===== config.mk =====
export PLATFORM = sky130hd
export DESIGN_NAME = rv_datapath
export DESIGN_NICKNAME = d
export VERILOG_FILES = /design/src/rtl/rv_pkg.sv /design/src/rtl/rv_counters.sv /design/src/rtl/rv_datapath.sv
export SDC_FILE = /design/constraint.sdc
export NUM_CORES = 1
export LEC_CHECK = 0
export CORE_AREA = 3 3 218 220
export CTS_CLUSTER_DIAMETER = 30
export DETAILED_ROUTE_END_ITERATION = 8
export DIE_AREA = 0 0 221 223
export HOLD_SLACK_MARGIN = 0.06
export PLACE_DENSITY = 0.67
export SLEW_MARGIN = 0
export SYNTH_ARGS = -nofsm -noshare
export SYNTH_HDL_FRONTEND = slang
export SYNTH_SLANG_ARGS = --single-unit

===== constraint.sdc =====
create_clock -name clk -period 23.5 [get_ports clk]
set_input_delay 5.875 -clock clk [delete_from_list [all_inputs] [get_ports clk]]
set_output_delay 5.875 -clock clk [all_outputs]
set_load 0.02 [all_outputs]

===== src/rtl/rv_pkg.sv =====
// Shared encodings for the rv datapath: bus/address source selects,
// memory handshake FSM states and counter view select codes.
package rv_pkg;

  typedef enum logic [2:0] {
    SRC_NONE = 3'd0,
    SRC_SCR  = 3'd1,
    SRC_MEM  = 3'd2,
    SRC_REG  = 3'd3,
    SRC_ALU  = 3'd4,
    SRC_CTRL = 3'd5,
    SRC_CNT  = 3'd6
  } src_e;

  typedef enum logic [1:0] {
    MEM_IDLE = 2'd0,
    MEM_BUSY = 2'd1,
    MEM_DONE = 2'd2
  } mem_state_e;

  localparam logic [1:0] CNT_CYCLE_LO   = 2'd0;
  localparam logic [1:0] CNT_CYCLE_HI   = 2'd1;
  localparam logic [1:0] CNT_INSTRET_LO = 2'd2;
  localparam logic [1:0] CNT_INSTRET_HI = 2'd3;

endpackage


===== src/rtl/rv_counters.sv =====
// Free-running cycle counter and stall-gated instret counter with an XLEN-wide
// view; a lo read latches the matching hi half so a later hi read is coherent.
module rv_counters
  import rv_pkg::*;
#(
  parameter int XLEN  = 32,
  parameter int CNT_W = 64
) (
  input  logic            clk,
  input  logic            rst,
  input  logic            i_stall,
  input  logic            i_retire,
  input  logic            i_rd_en,
  input  logic [1:0]      i_cnt_sel,
  output logic [XLEN-1:0] o_view
);

  logic [CNT_W-1:0] r_cycle;
  logic [CNT_W-1:0] r_instret;

  always_ff @(posedge clk or posedge rst) begin
    if (rst) begin
      r_cycle   <= '0;
      r_instret <= '0;
    end else begin
      r_cycle <= r_cycle + 1'b1;
      if (i_retire && !i_stall)
        r_instret <= r_instret + 1'b1;
    end
  end

  generate
    if (XLEN < CNT_W) begin : g_split
      localparam int HI_W = CNT_W - XLEN;
      logic [HI_W-1:0] r_cyc_snap;
      logic [HI_W-1:0] r_ins_snap;

      always_ff @(posedge clk or posedge rst) begin
        if (rst) begin
          r_cyc_snap <= '0;
          r_ins_snap <= '0;
        end else if (i_rd_en) begin
          if (i_cnt_sel == CNT_CYCLE_LO)
            r_cyc_snap <= r_cycle[CNT_W-1:XLEN];
          if (i_cnt_sel == CNT_INSTRET_LO)
            r_ins_snap <= r_instret[CNT_W-1:XLEN];
        end
      end

      always_comb begin
        o_view = '0;
        case (i_cnt_sel)
          CNT_CYCLE_LO:   o_view = r_cycle[XLEN-1:0];
          CNT_CYCLE_HI:   o_view = XLEN'(r_cyc_snap);
          CNT_INSTRET_LO: o_view = r_instret[XLEN-1:0];
          CNT_INSTRET_HI: o_view = XLEN'(r_ins_snap);
          default:        o_view = '0;
        endcase
      end
    end else begin : g_full
      always_comb begin
        o_view = '0;
        case (i_cnt_sel)
          CNT_CYCLE_LO:   o_view = XLEN'(r_cycle);
          CNT_INSTRET_LO: o_view = XLEN'(r_instret);
          default:        o_view = '0;
        endcase
      end
    end
  endgenerate

endmodule


===== src/rtl/rv_datapath.sv =====
// Internal bus/address muxing, scratch registers, single-outstanding memory
// handshake with timeout, and the performance counter view.
module rv_datapath
  import rv_pkg::*;
#(
  parameter int XLEN        = 32,
  parameter int NSCR        = 2,
  parameter int CNT_W       = 64,
  parameter int MEM_TIMEOUT = 15
) (
  input  logic                    clk,
  input  logic                    rst,
  input  logic [2:0]              bus_src,
  input  logic [2:0]              addr_src,
  input  logic [$clog2(NSCR)-1:0] scr_rd_idx,
  input  logic [NSCR-1:0]         scr_wr_en,
  input  logic [XLEN-1:0]         reg_out,
  input  logic [XLEN-1:0]         alu_out,
  input  logic [XLEN-1:0]         ctrl_bout,
  input  logic [XLEN-1:0]         ctrl_aout,
  output logic [XLEN-1:0]         bus,
  output logic [XLEN-1:0]         addr,
  input  logic                    mem_req,
  input  logic                    mem_we,
  input  logic [XLEN/8-1:0]       mem_size,
  output logic                    mem_read,
  output logic                    mem_write,
  output logic [XLEN-1:0]         mem_addr,
  output logic [XLEN-1:0]         mem_wdata,
  output logic [XLEN/8-1:0]       mem_wstrb,
  input  logic [XLEN-1:0]         mem_rdata,
  input  logic                    mem_ready,
  output logic                    stall,
  input  logic                    retire,
  input  logic [1:0]              cnt_sel,
  output logic                    mem_err
);

  localparam int WAIT_W = $clog2(MEM_TIMEOUT + 1);

  logic [XLEN-1:0]   r_scr [NSCR];
  logic [XLEN-1:0]   r_rdata;
  logic [XLEN-1:0]   r_mem_addr;
  logic [XLEN-1:0]   r_mem_wdata;
  logic [XLEN/8-1:0] r_mem_wstrb;
  logic              r_mem_read;
  logic              r_mem_write;
  logic              r_stall;
  logic              r_err;
  logic [WAIT_W-1:0] r_wait;
  mem_state_e        r_state;

  logic [XLEN-1:0]   w_scr_rd;
  logic [XLEN-1:0]   w_cnt_view;
  logic [XLEN-1:0]   w_bus;
  logic [XLEN-1:0]   w_addr;

  // Indices past the last scratch register read as zero rather than X.
  assign w_scr_rd = (int'(scr_rd_idx) < NSCR) ? r_scr[scr_rd_idx] : '0;

  always_comb begin
    w_bus = '0;
    case (src_e'(bus_src))
      SRC_SCR:  w_bus = w_scr_rd;
      SRC_MEM:  w_bus = r_rdata;
      SRC_REG:  w_bus = reg_out;
      SRC_ALU:  w_bus = alu_out;
      SRC_CTRL: w_bus = ctrl_bout;
      SRC_CNT:  w_bus = w_cnt_view;
      default:  w_bus = '0;
    endcase
  end

  always_comb begin
    w_addr = '0;
    case (src_e'(addr_src))
      SRC_SCR:  w_addr = w_scr_rd;
      SRC_ALU:  w_addr = alu_out;
      SRC_CTRL: w_addr = ctrl_aout;
      default:  w_addr = '0;
    endcase
  end

  always_ff @(posedge clk or posedge rst) begin
    if (rst) begin
      for (int i = 0; i < NSCR; i++) r_scr[i] <= '0;
    end else if (!r_stall) begin
      for (int i = 0; i < NSCR; i++)
        if (scr_wr_en[i]) r_scr[i] <= w_bus;
    end
  end

  // DONE shares the IDLE request path so a waiting request issues back-to-back.
  always_ff @(posedge clk or posedge rst) begin
    if (rst) begin
      r_state     <= MEM_IDLE;
      r_rdata     <= '0;
      r_mem_addr  <= '0;
      r_mem_wdata <= '0;
      r_mem_wstrb <= '0;
      r_mem_read  <= 1'b0;
      r_mem_write <= 1'b0;
      r_stall     <= 1'b0;
      r_err       <= 1'b0;
      r_wait      <= '0;
    end else begin
      case (r_state)
        MEM_IDLE, MEM_DONE: begin
          if (mem_req) begin
            r_mem_addr  <= w_addr;
            r_mem_wdata <= w_bus;
            r_mem_wstrb <= mem_size;
            r_mem_read  <= !mem_we;
            r_mem_write <= mem_we;
            r_stall     <= 1'b1;
            r_wait      <= '0;
            r_state     <= MEM_BUSY;
          end else begin
            r_state <= MEM_IDLE;
          end
        end
        MEM_BUSY: begin
          if (mem_req) r_err <= 1'b1;
          if (mem_ready || r_wait == WAIT_W'(MEM_TIMEOUT - 1)) begin
            if (!mem_ready) begin
              r_err   <= 1'b1;
              r_rdata <= '0;
            end else if (!r_mem_write) begin
              r_rdata <= mem_rdata;
            end
            r_mem_read  <= 1'b0;
            r_mem_write <= 1'b0;
            r_stall     <= 1'b0;
            r_state     <= MEM_DONE;
          end else begin
            r_wait <= r_wait + 1'b1;
          end
        end
        default: r_state <= MEM_IDLE;
      endcase
    end
  end

  rv_counters #(
    .XLEN  (XLEN),
    .CNT_W (CNT_W)
  ) u_cnt (
    .clk       (clk),
    .rst       (rst),
    .i_stall   (r_stall),
    .i_retire  (retire),
    .i_rd_en   (src_e'(bus_src) == SRC_CNT),
    .i_cnt_sel (cnt_sel),
    .o_view    (w_cnt_view)
  );

  assign bus       = w_bus;
  assign addr      = w_addr;
  assign mem_read  = r_mem_read;
  assign mem_write = r_mem_write;
  assign mem_addr  = r_mem_addr;
  assign mem_wdata = r_mem_wdata;
  assign mem_wstrb = r_mem_wstrb;
  assign stall     = r_stall;
  assign mem_err   = r_err;

endmodule


==> flow_summary.json, run 1 <==
{
  "gp_congestion": 0.892,
  "grt_pass1_wl_um": 91400,
  "drtIter0Drc": 1176,
  "die_w_um": 221,
  "seq_area_um2": 9160,
  "multiInputGateArea_um2": 7990,
  "yosys_warnings": 0,
  "grt_pass1_vias": 15200,
  "yosysSeqAreaShare": 0.516,
  "ctsHoldBuffers": 0,
  "worstSetupStartpointType": "input pin",
  "min_to": "u_cnt.r_cycle[63]",
  "wl_um": 59300,
  "netlist_area_um2": 17800,
  "drive_gt1_frac": 0.162,
  "syn-num-nets": 1908,
  "syn2layout_area_growth_pct": 36.1,
  "reg2reg_depth": 5,
  "hold-path-cell-count": 1,
  "syn_area_per_cell_um2": 10.3,
  "hp-start": "u_cnt.r_cycle[63]",
  "cap_violations": 0,
  "finClkSkew_ps": 21.7,
  "synth_ff_type": "dfrtp_1",
  "dpl_cell_area_um2": 21400,
  "arrival_ps": 9010,
  "period_share": 0.633,
  "die_h_um": 223,
  "ant_nets": 0,
  "r2r_slack_ps": 20320,
  "layout.nets": 2214,
  "netlist_instances": 1723,
  "ir_drop_mv": 0.0616,
  "cts_resized": 0,
  "fin_area_um2": 24200,
  "fillers": 3936,
  "io-pin-count": 317,
  "yosys.cell_types.count": 48,
  "tns_ps": 0,
  "leakage_nw": 10.6,
  "clk-insertion-delay-late_ps": 580,
  "drt-vias-per-instance": 5.55,
  "port_buffers": 316,
  "ys_ff_latch": 366,
  "period_minus_slack_ps": 14880,
  "num_rows": 78,
  "cts_tree": "done",
  "core_area_um2": 45500,
  "async_flop_share": 1.00,
  "crit_type": "in -> out",
  "hold_viol": 0,
  "rsz0062_at_grt": "no",
  "powerDensity_nw_per_um2": 97.7,
  "cts_root_buffer": "clkbuf_16",
  "wire_per_inst_um": 22.0,
  "htreeDepth": 3,
  "drt_pass1_iterations": 7,
  "clockBufferDepth": 3,
  "grt-ovfl-total": 0,
  "clock_sinks": 366,
  "slew_viol_final": 0,
  "synth_edf_count": 0,
  "dp.cells": 2547,
  "dpl.hpwl_um": 42400,
  "initial_core_util": 0.390,
  "antenna_found_initial": 2,
  "final_cell_mix": "366 x dfrtp_1, 313 x clkdlybuf4s50_1, 194 x nand2_1, 172 x nor2_1, 128 x a21oi_1",
  "stdcell_count": 2694,
  "slew_headroom": 0.305,
  "r2r-start": "u_cnt.r_instret[11]",
  "path_clk_slew_ps": 40,
  "die-area_um2": 49300,
  "layout_commonest_cell": "dfrtp_1",
  "status": "completed",
  "r2r_end": "u_cnt.r_instret[52]",
  "track_usage": 0.236,
  "grt_max_degree": 144,
  "worstMarginPinSlew_ps": 1040,
  "finalPower_mw": 2.36,
  "drc": 0,
  "finalSetupViolations": 0,
  "post_cts_buffers": 0,
  "vias": 14900,
  "end_kind": "output pin",
  "cp_max_fo": 34,
  "worstPathRequired_ps": 17620,
  "cts_buffers": 80,
  "hold_class": "reg -> reg",
  "timing.fmax_mhz": 67.2
}
[report_power, final]
part           total [mW]  switching (mW)  internal, mW
sequential          0.805          0.0675         0.737
combinational       0.449           0.251         0.198
clock                1.11           0.364         0.744
[area by class of cell]
class / count / area share
flip-flops and latches: 366 / 0.379
multi-input cells: 1184 / 0.331
repair buffers: 339 / 0.137
clock buffers: 100 / 0.0914
well taps: 600 / 0.0311
clock inverters: 45 / 0.0210
inverters: 58 / 0.00932
diodes: 2 / 0.000207
[sequential cells by signal (all words and copies together), names as in the netlist]
name and cells:
r_wait 4, stall 1, r_scr 64, r_state 2, mem_read 1, u_cnt.r_instret 64
mem_wstrb 4, r_rdata 32, mem_write 1, u_cnt.r_cycle 64, mem_wdata 32, u_cnt.g_split.r_cyc_snap 32
mem_addr 32, mem_err 1, u_cnt.g_split.r_ins_snap 32
[worst max-delay path: stages]
cell and delay (ps):
clkdlybuf4s50_1 490, buf_4 400, inv_1 80, buf_4 280, nor3_2 410, buf_4 440
a21oi_1 250, inv_1 120, clkdlybuf4s50_1 600
[metrics by stage]
step                utilization  hold WS (ps)  setup WS (ps)
detailed placement        0.472           457           8670
global route              0.531           485           8450
global placement          0.472           453           8750
floorplan                     -           436           7460
finish                    0.531           471           8620
CTS                       0.531           468           8660
[per-layer routing]
| layer | routed length [um] | track usage | share of wire |
|---|---|---|---|
| met1 | 24900 | 0.309 | 0.42 |
| met2 | 28600 | 0.390 | 0.48 |
| met3 | 4100 | 0.0525 | 0.069 |
| met4 | 1670 | 0.0791 | 0.028 |
| met5 | 0 | 0 | 0 |
[how the worst max path moves through the flow]
stage                from     endpoint  cells past startpoint
3_5_place_dp   bus_src[0]      bus[18]                      9
4_1_cts        bus_src[0]      bus[18]                      9
6_report       bus_src[0]      bus[18]                      9
2_1_floorplan         rst  mem_addr[0]                      1
3_3_place_gp   bus_src[0]      bus[18]                      9
5_1_grt        bus_src[0]       bus[0]                      9
[Yosys cell counts, drive strengths merged, types with 2 or more instances]
master / number / area (um2)
a21oi: 128 / 641
a221oi: 64 / 561
a22oi: 32 / 240
and2: 7 / 45.1
and3: 10 / 65.1
and4: 5 / 45.0
buf: 16 / 71.3
clkbuf: 99 / 372
dfrtp: 366 / 9160
ha: 4 / 50.1
inv: 58 / 218
mux2: 122 / 1370
mux2i: 2 / 20.0
mux4: 32 / 724
nand2: 195 / 732
nand2b: 4 / 25.0
nand3: 53 / 265
nand4: 32 / 221
nor2: 172 / 646
nor2b: 8 / 50.1
nor3: 38 / 190
nor3b: 3 / 22.5
nor4: 24 / 180
o21ai: 74 / 370
o22ai: 2 / 12.5
o31ai: 32 / 240
or2: 2 / 12.5
or3: 5 / 31.3
xnor2: 53 / 464
xor2: 74 / 648
[cell families after synthesis]
| kind of cell | after synthesis | synth area share |
|---|---|---|
| multiplexers | 156 | 0.119 |
| flip-flops | 366 | 0.516 |
| AO/OA/AOI/OAI | 335 | 0.118 |
| buffers and inverters | 173 | 0.0372 |
| XOR/XNOR | 127 | 0.0627 |
| adder cells (fa/ha/maj) | 4 | 0.00282 |
| AND/OR/NAND/NOR | 562 | 0.145 |
Power figures use the tool's default switching activity.
==> inputs of run 2 (changes only) <==
==> constraint.sdc (replaced) <==
create_clock -name clk -period 14.6 [get_ports clk]
set_input_delay 3.65 -clock clk [delete_from_list [all_inputs] [get_ports clk]]
set_output_delay 3.65 -clock clk [all_outputs]
set_load 0.02 [all_outputs]
==> run 2 against run 1 <==
Compared with the run above:
- total power rose by 65%
- critical path depth fell by 1
- global-route usage down 0.056 points
- register-to-register slack lost 8900 ps
- non-clock buffer count rose by 1
- via count increased by 0.89%
- wire length is essentially flat
- clock skew up 3.2 ps
- core utilization up 0.33 points
- first-iteration DRC count increased by 10%
- combinational power rose by 61%
- highest routed layer unchanged
==> flow_summary.json, run 2 (same netlist as run 1, synthesis figures left out) <==
{
  "status": "completed",
  "slew_viol_final": 0,
  "finClkSkew_ps": 25.0,
  "worstSetupStartpointType": "input pin",
  "drt_pass1_iterations": 5,
  "layout.nets": 2215,
  "syn2layout_area_growth_pct": 37.0,
  "final_cell_mix": "366 x dfrtp_1, 313 x clkdlybuf4s50_1, 194 x nand2_1, 172 x nor2_1, 128 x a21oi_1",
  "fin_area_um2": 24300,
  "reg.largest.list": "r_scr x64, u_cnt.r_cycle x64, u_cnt.r_instret x64",
  "powerDensity_nw_per_um2": 160,
  "crit_type": "in -> out",
  "wl_um": 59200,
  "finalWorstSetupSlack_ps": 4150,
  "worstMarginPinSlew_ps": 1120,
  "dpl_cell_area_um2": 21500,
  "rsz0062_at_grt": "no",
  "track_usage": 0.236,
  "multiInputGateArea_um2": 7990,
  "cts_tree": "done",
  "clock_sinks": 366,
  "fillers": 3880,
  "hold_class": "reg -> reg",
  "stdcell_count": 2700,
  "core_area_um2": 45500,
  "clk-insertion-delay-late_ps": 600,
  "clockBufferDepth": 3,
  "ir_drop_mv": 0.0882,
  "cp_max_fo": 56,
  "seq_area_um2": 9160,
  "drtIter0Drc": 1298,
  "grt_pass1_vias": 15200,
  "arrival_ps": 6800,
  "ant_nets": 0,
  "dpl.hpwl_um": 42700,
  "die-area_um2": 49300,
  "period_minus_slack_ps": 10450,
  "num_rows": 78,
  "antenna_found_initial": 5,
  "finalSetupViolations": 0,
  "dp.cells": 2548,
  "drt-vias-per-instance": 5.58,
  "timing.fmax_mhz": 95.7,
  "post_cts_buffers": 0,
  "worstPathRequired_ps": 10950,
  "grt-ovfl-total": 0,
  "drc": 0,
  "path_clk_slew_ps": 50,
  "post-place-ws_ps": 4250,
  "cts_resized": 0,
  "htreeDepth": 3,
  "period_share": 0.716,
  "end_kind": "output pin",
  "die_h_um": 223,
  "hold_ws_ps": 467,
  "slew_headroom": 0.251,
  "cts_buffers": 80,
  "port_buffers": 316,
  "cap_violations": 0,
  "tns_ps": 0,
  "finalCoreUtilization": 0.535,
  "initial_core_util": 0.390,
  "hold_viol": 0,
  "ctsHoldBuffers": 0,
  "grt_max_degree": 93,
  "die_w_um": 221,
  "wire_per_inst_um": 21.9,
  "drive_gt1_frac": 0.160,
  "layout_commonest_cell": "dfrtp_1",
  "io-pin-count": 317,
  "finalPower_mw": 3.90,
  "grt_pass1_wl_um": 90900,
  "gp_congestion": 0.932,
  "leakage_nw": 10.7,
  "cts_root_buffer": "clkbuf_16",
  "vias": 15100
}
run 2: critical path, stage by stage:
cell             delay, ps
clkdlybuf4s50_1        580
nor2b_4                300
buf_4                  560
a221oi_1               210
o21ai_0                520
a21oi_1                190
inv_1                  100
clkdlybuf4s50_1        610
run 2: power by group:
part | leakage [nW] | switching, mW | total [mW] | internal [mW]
sequential | 4.69 | 0.108 | 1.29 | 1.19
combinational | 4.59 | 0.405 | 0.725 | 0.320
clock | 1.38 | 0.602 | 1.88 | 1.27
total | 10.7 | 1.11 | 3.90 | 2.78
run 2: final cells by class:
| type | count | area share |
|---|---|---|
| antenna | 6 | 0.000617 |
| clock buffer | 108 | 0.0932 |
| clock inverter | 38 | 0.0239 |
| inverter | 58 | 0.00926 |
| multi-input combinational | 1184 | 0.329 |
| sequential | 366 | 0.377 |
| tap | 600 | 0.0309 |
| timing repair buffer | 340 | 0.137 |
run 2: per-layer routing:
metal	wire (um)	share of wire	up-vias	track usage
met1	24600	0.41	7541	0.308
met5	0	0	-	0
met4	1850	0.031	0	0.0933
li1	-	-	6779	-
met2	28200	0.48	648	0.380
met3	4620	0.078	111	0.0563
run 2: path summary, 6_finish.rpt:
check                      cells past startpoint                  end           startpoint  slack [ps]
max                                            8              bus[27]           bus_src[1]        4150
min                                            1  u_cnt.r_instret[63]  u_cnt.r_instret[63]         470
max reg2reg                                    5  u_cnt.r_instret[28]  u_cnt.r_instret[11]       11430
min reg2reg                                    1  u_cnt.r_instret[63]  u_cnt.r_instret[63]         470
max in group asynchronous                      4             r_scr[0]                  rst        8630
min in group asynchronous                      2         mem_wdata[3]                  rst        3580
==> inputs of run 3 (changes only) <==
==> constraint.sdc (replaced) <==
create_clock -name clk -period 10.3 [get_ports clk]
set_input_delay 2.575 -clock clk [delete_from_list [all_inputs] [get_ports clk]]
set_output_delay 2.575 -clock clk [all_outputs]
set_load 0.02 [all_outputs]
==> run 3 against run 2 <==
Compared with the run above:
- flip-flop and latch count unchanged
- sequential share of layout area up 0.15 points
- cell count down 0.33%
- worst setup slack worse by 2300 ps
- register-to-register slack worse by 4200 ps
- clock skew down 2.0 ps
- first-iteration DRC count up 2.2%
- global-route usage down 0.31 points
- critical path type unchanged
- worst hold slack worse by 3.1 ps
- clock power up 38%
- highest routed layer is now met5
- total power up 40%
- die area unchanged
==> flow_summary.json, run 3 (same netlist as run 1, synthesis figures left out) <==
{
  "status": "completed",
  "timing.fmax_mhz": 119,
  "slew_viol_final": 0,
  "period_minus_slack_ps": 8430,
  "cap_violations": 0,
  "cts_buffers": 77,
  "die_h_um": 223,
  "drtIter0Drc": 1326,
  "ant_nets": 0,
  "wl_um": 58800,
  "end_kind": "output pin",
  "final_cell_mix": "366 x dfrtp_1, 313 x clkdlybuf4s50_1, 194 x nand2_1, 172 x nor2_1, 128 x a21oi_1",
  "post_cts_buffers": 0,
  "seq_area_um2": 9160,
  "hold_viol": 0,
  "vias": 15100,
  "multiInputGateArea_um2": 7990,
  "leakage_nw": 10.6,
  "drt_pass1_iterations": 8,
  "clock_sinks": 366,
  "layout.nets": 2211,
  "path_clk_slew_ps": 50,
  "die-area_um2": 49300,
  "grt-ovfl-total": 0,
  "drc": 0,
  "grt_max_degree": 158,
  "stdcell_count": 2691,
  "io-pin-count": 317,
  "cts_resized": 0,
  "post-place-ws_ps": 1940,
  "cts_root_buffer": "clkbuf_16",
  "layout_commonest_cell": "dfrtp_1",
  "powerDensity_nw_per_um2": 225,
  "path_cells": "clkdlybuf4s50_1 -> nor2b_4 -> buf_4 -> a221oi_1 -> o21ai_0 -> a21oi_1 -> inv_1 -> clkdlybuf4s50_1",
  "tns_ps": 0,
  "cts_tree": "done",
  "period_share": 0.818,
  "track_usage": 0.233,
  "cp_max_fo": 39,
  "htreeDepth": 3,
  "worstPathRequired_ps": 7730,
  "syn2layout_area_growth_pct": 36.4,
  "path_common_cell": "clkdlybuf4s50_1",
  "dp.cells": 2547,
  "ctsHoldBuffers": 0,
  "worstMarginPinSlew_ps": 1120,
  "drt-vias-per-instance": 5.60,
  "slowest_stage": "clkdlybuf4s50_1",
  "core_area_um2": 45500,
  "worstSetupStartpointType": "input pin",
  "arrival_ps": 5850,
  "num_rows": 78,
  "fillers": 3975,
  "reg.largest.list": "r_scr x64, u_cnt.r_cycle x64, u_cnt.r_instret x64",
  "die_w_um": 221,
  "rsz0062_at_grt": "no",
  "hold_class": "reg -> reg",
  "slew_headroom": 0.251,
  "finalCoreUtilization": 0.533,
  "grt_pass1_vias": 15100,
  "gp_congestion": 0.900,
  "dpl.hpwl_um": 41900,
  "clockBufferDepth": 3,
  "cp_slowest_stage_delay_ps": 610,
  "grt_pass1_wl_um": 90300,
  "crit_type": "in -> out",
  "wire_per_inst_um": 21.9,
  "antenna_found_initial": 9,
  "finalSetupViolations": 0,
  "port_buffers": 316,
  "drive_gt1_frac": 0.159,
  "clk-insertion-delay-late_ps": 580,
  "ir_drop_mv": 0.138,
  "finalWorstSetupSlack_ps": 1870,
  "initial_core_util": 0.390,
  "finClkSkew_ps": 23.0
}
run 3: changes by cell type in the layout (fill, tap and decap cells not counted), moves of 3 or more:
cell,before,now
clkbuf_8,16,10
clkinv_2,7,12
clkbuf_1,12,7
inv_16,3,0
bufinv_16,10,14
inv_6,7,4
run 3: stage by stage:
step / power [mW] / hold slack (ps) / instance area (um2)
after floorplan: 2.40 / 436 / 17800
after global placement: 2.83 / 454 / 21500
after detailed placement: 2.86 / 460 / 21500
after CTS: 5.47 / 467 / 24200
after global routing: 5.67 / 490 / 24200
final: 5.44 / 464 / 24200
run 3: cell type report:
class | instances | area share
flip-flops and latches | 366 | 0.378
multi-input cells | 1184 | 0.330
clock buffers | 95 | 0.0873
clock inverters | 42 | 0.0262
inverters | 58 | 0.00914
diodes | 7 | 0.000723
repair buffers | 339 | 0.138
well taps | 600 | 0.0310
run 3: critical path, delay by kind of cell:
kind            cells  cell delay (ps)
simple gates        1              590
buf+inv             4             1790
compound gates      3              830
run 3: final timing paths:
kind                            cells past startpoint                  end  slack (ps)                 from
min in group asynchronous                           3          r_rdata[11]        2610                  rst
max in group asynchronous                           4            r_scr[19]        6040                  rst
worst min register to register                      1  u_cnt.r_instret[63]         460  u_cnt.r_instret[63]
worst max register to register                      5  u_cnt.r_instret[52]        7240  u_cnt.r_instret[11]
worst max-delay path                                8              bus[15]        1870           bus_src[1]
worst min-delay path                                1  u_cnt.r_instret[63]         460  u_cnt.r_instret[63]
run 3: layer usage:
layer  wire [um]  vias to the layer above  track usage
li1            -                     6757            -
met1       24800                     7574        0.309
met2       28500                      632        0.388
met3        4010                      105       0.0430
met4        1540                        4       0.0748
met5          29                        -            0
run 3: report_power, final:
group	leakage (nW)	internal (mW)	total (mW)	switching, mW
combinational	4.58	0.452	1.02	0.563
sequential	4.69	1.68	1.84	0.154
clock	1.33	1.80	2.59	0.790
total	10.6	3.94	5.44	1.51
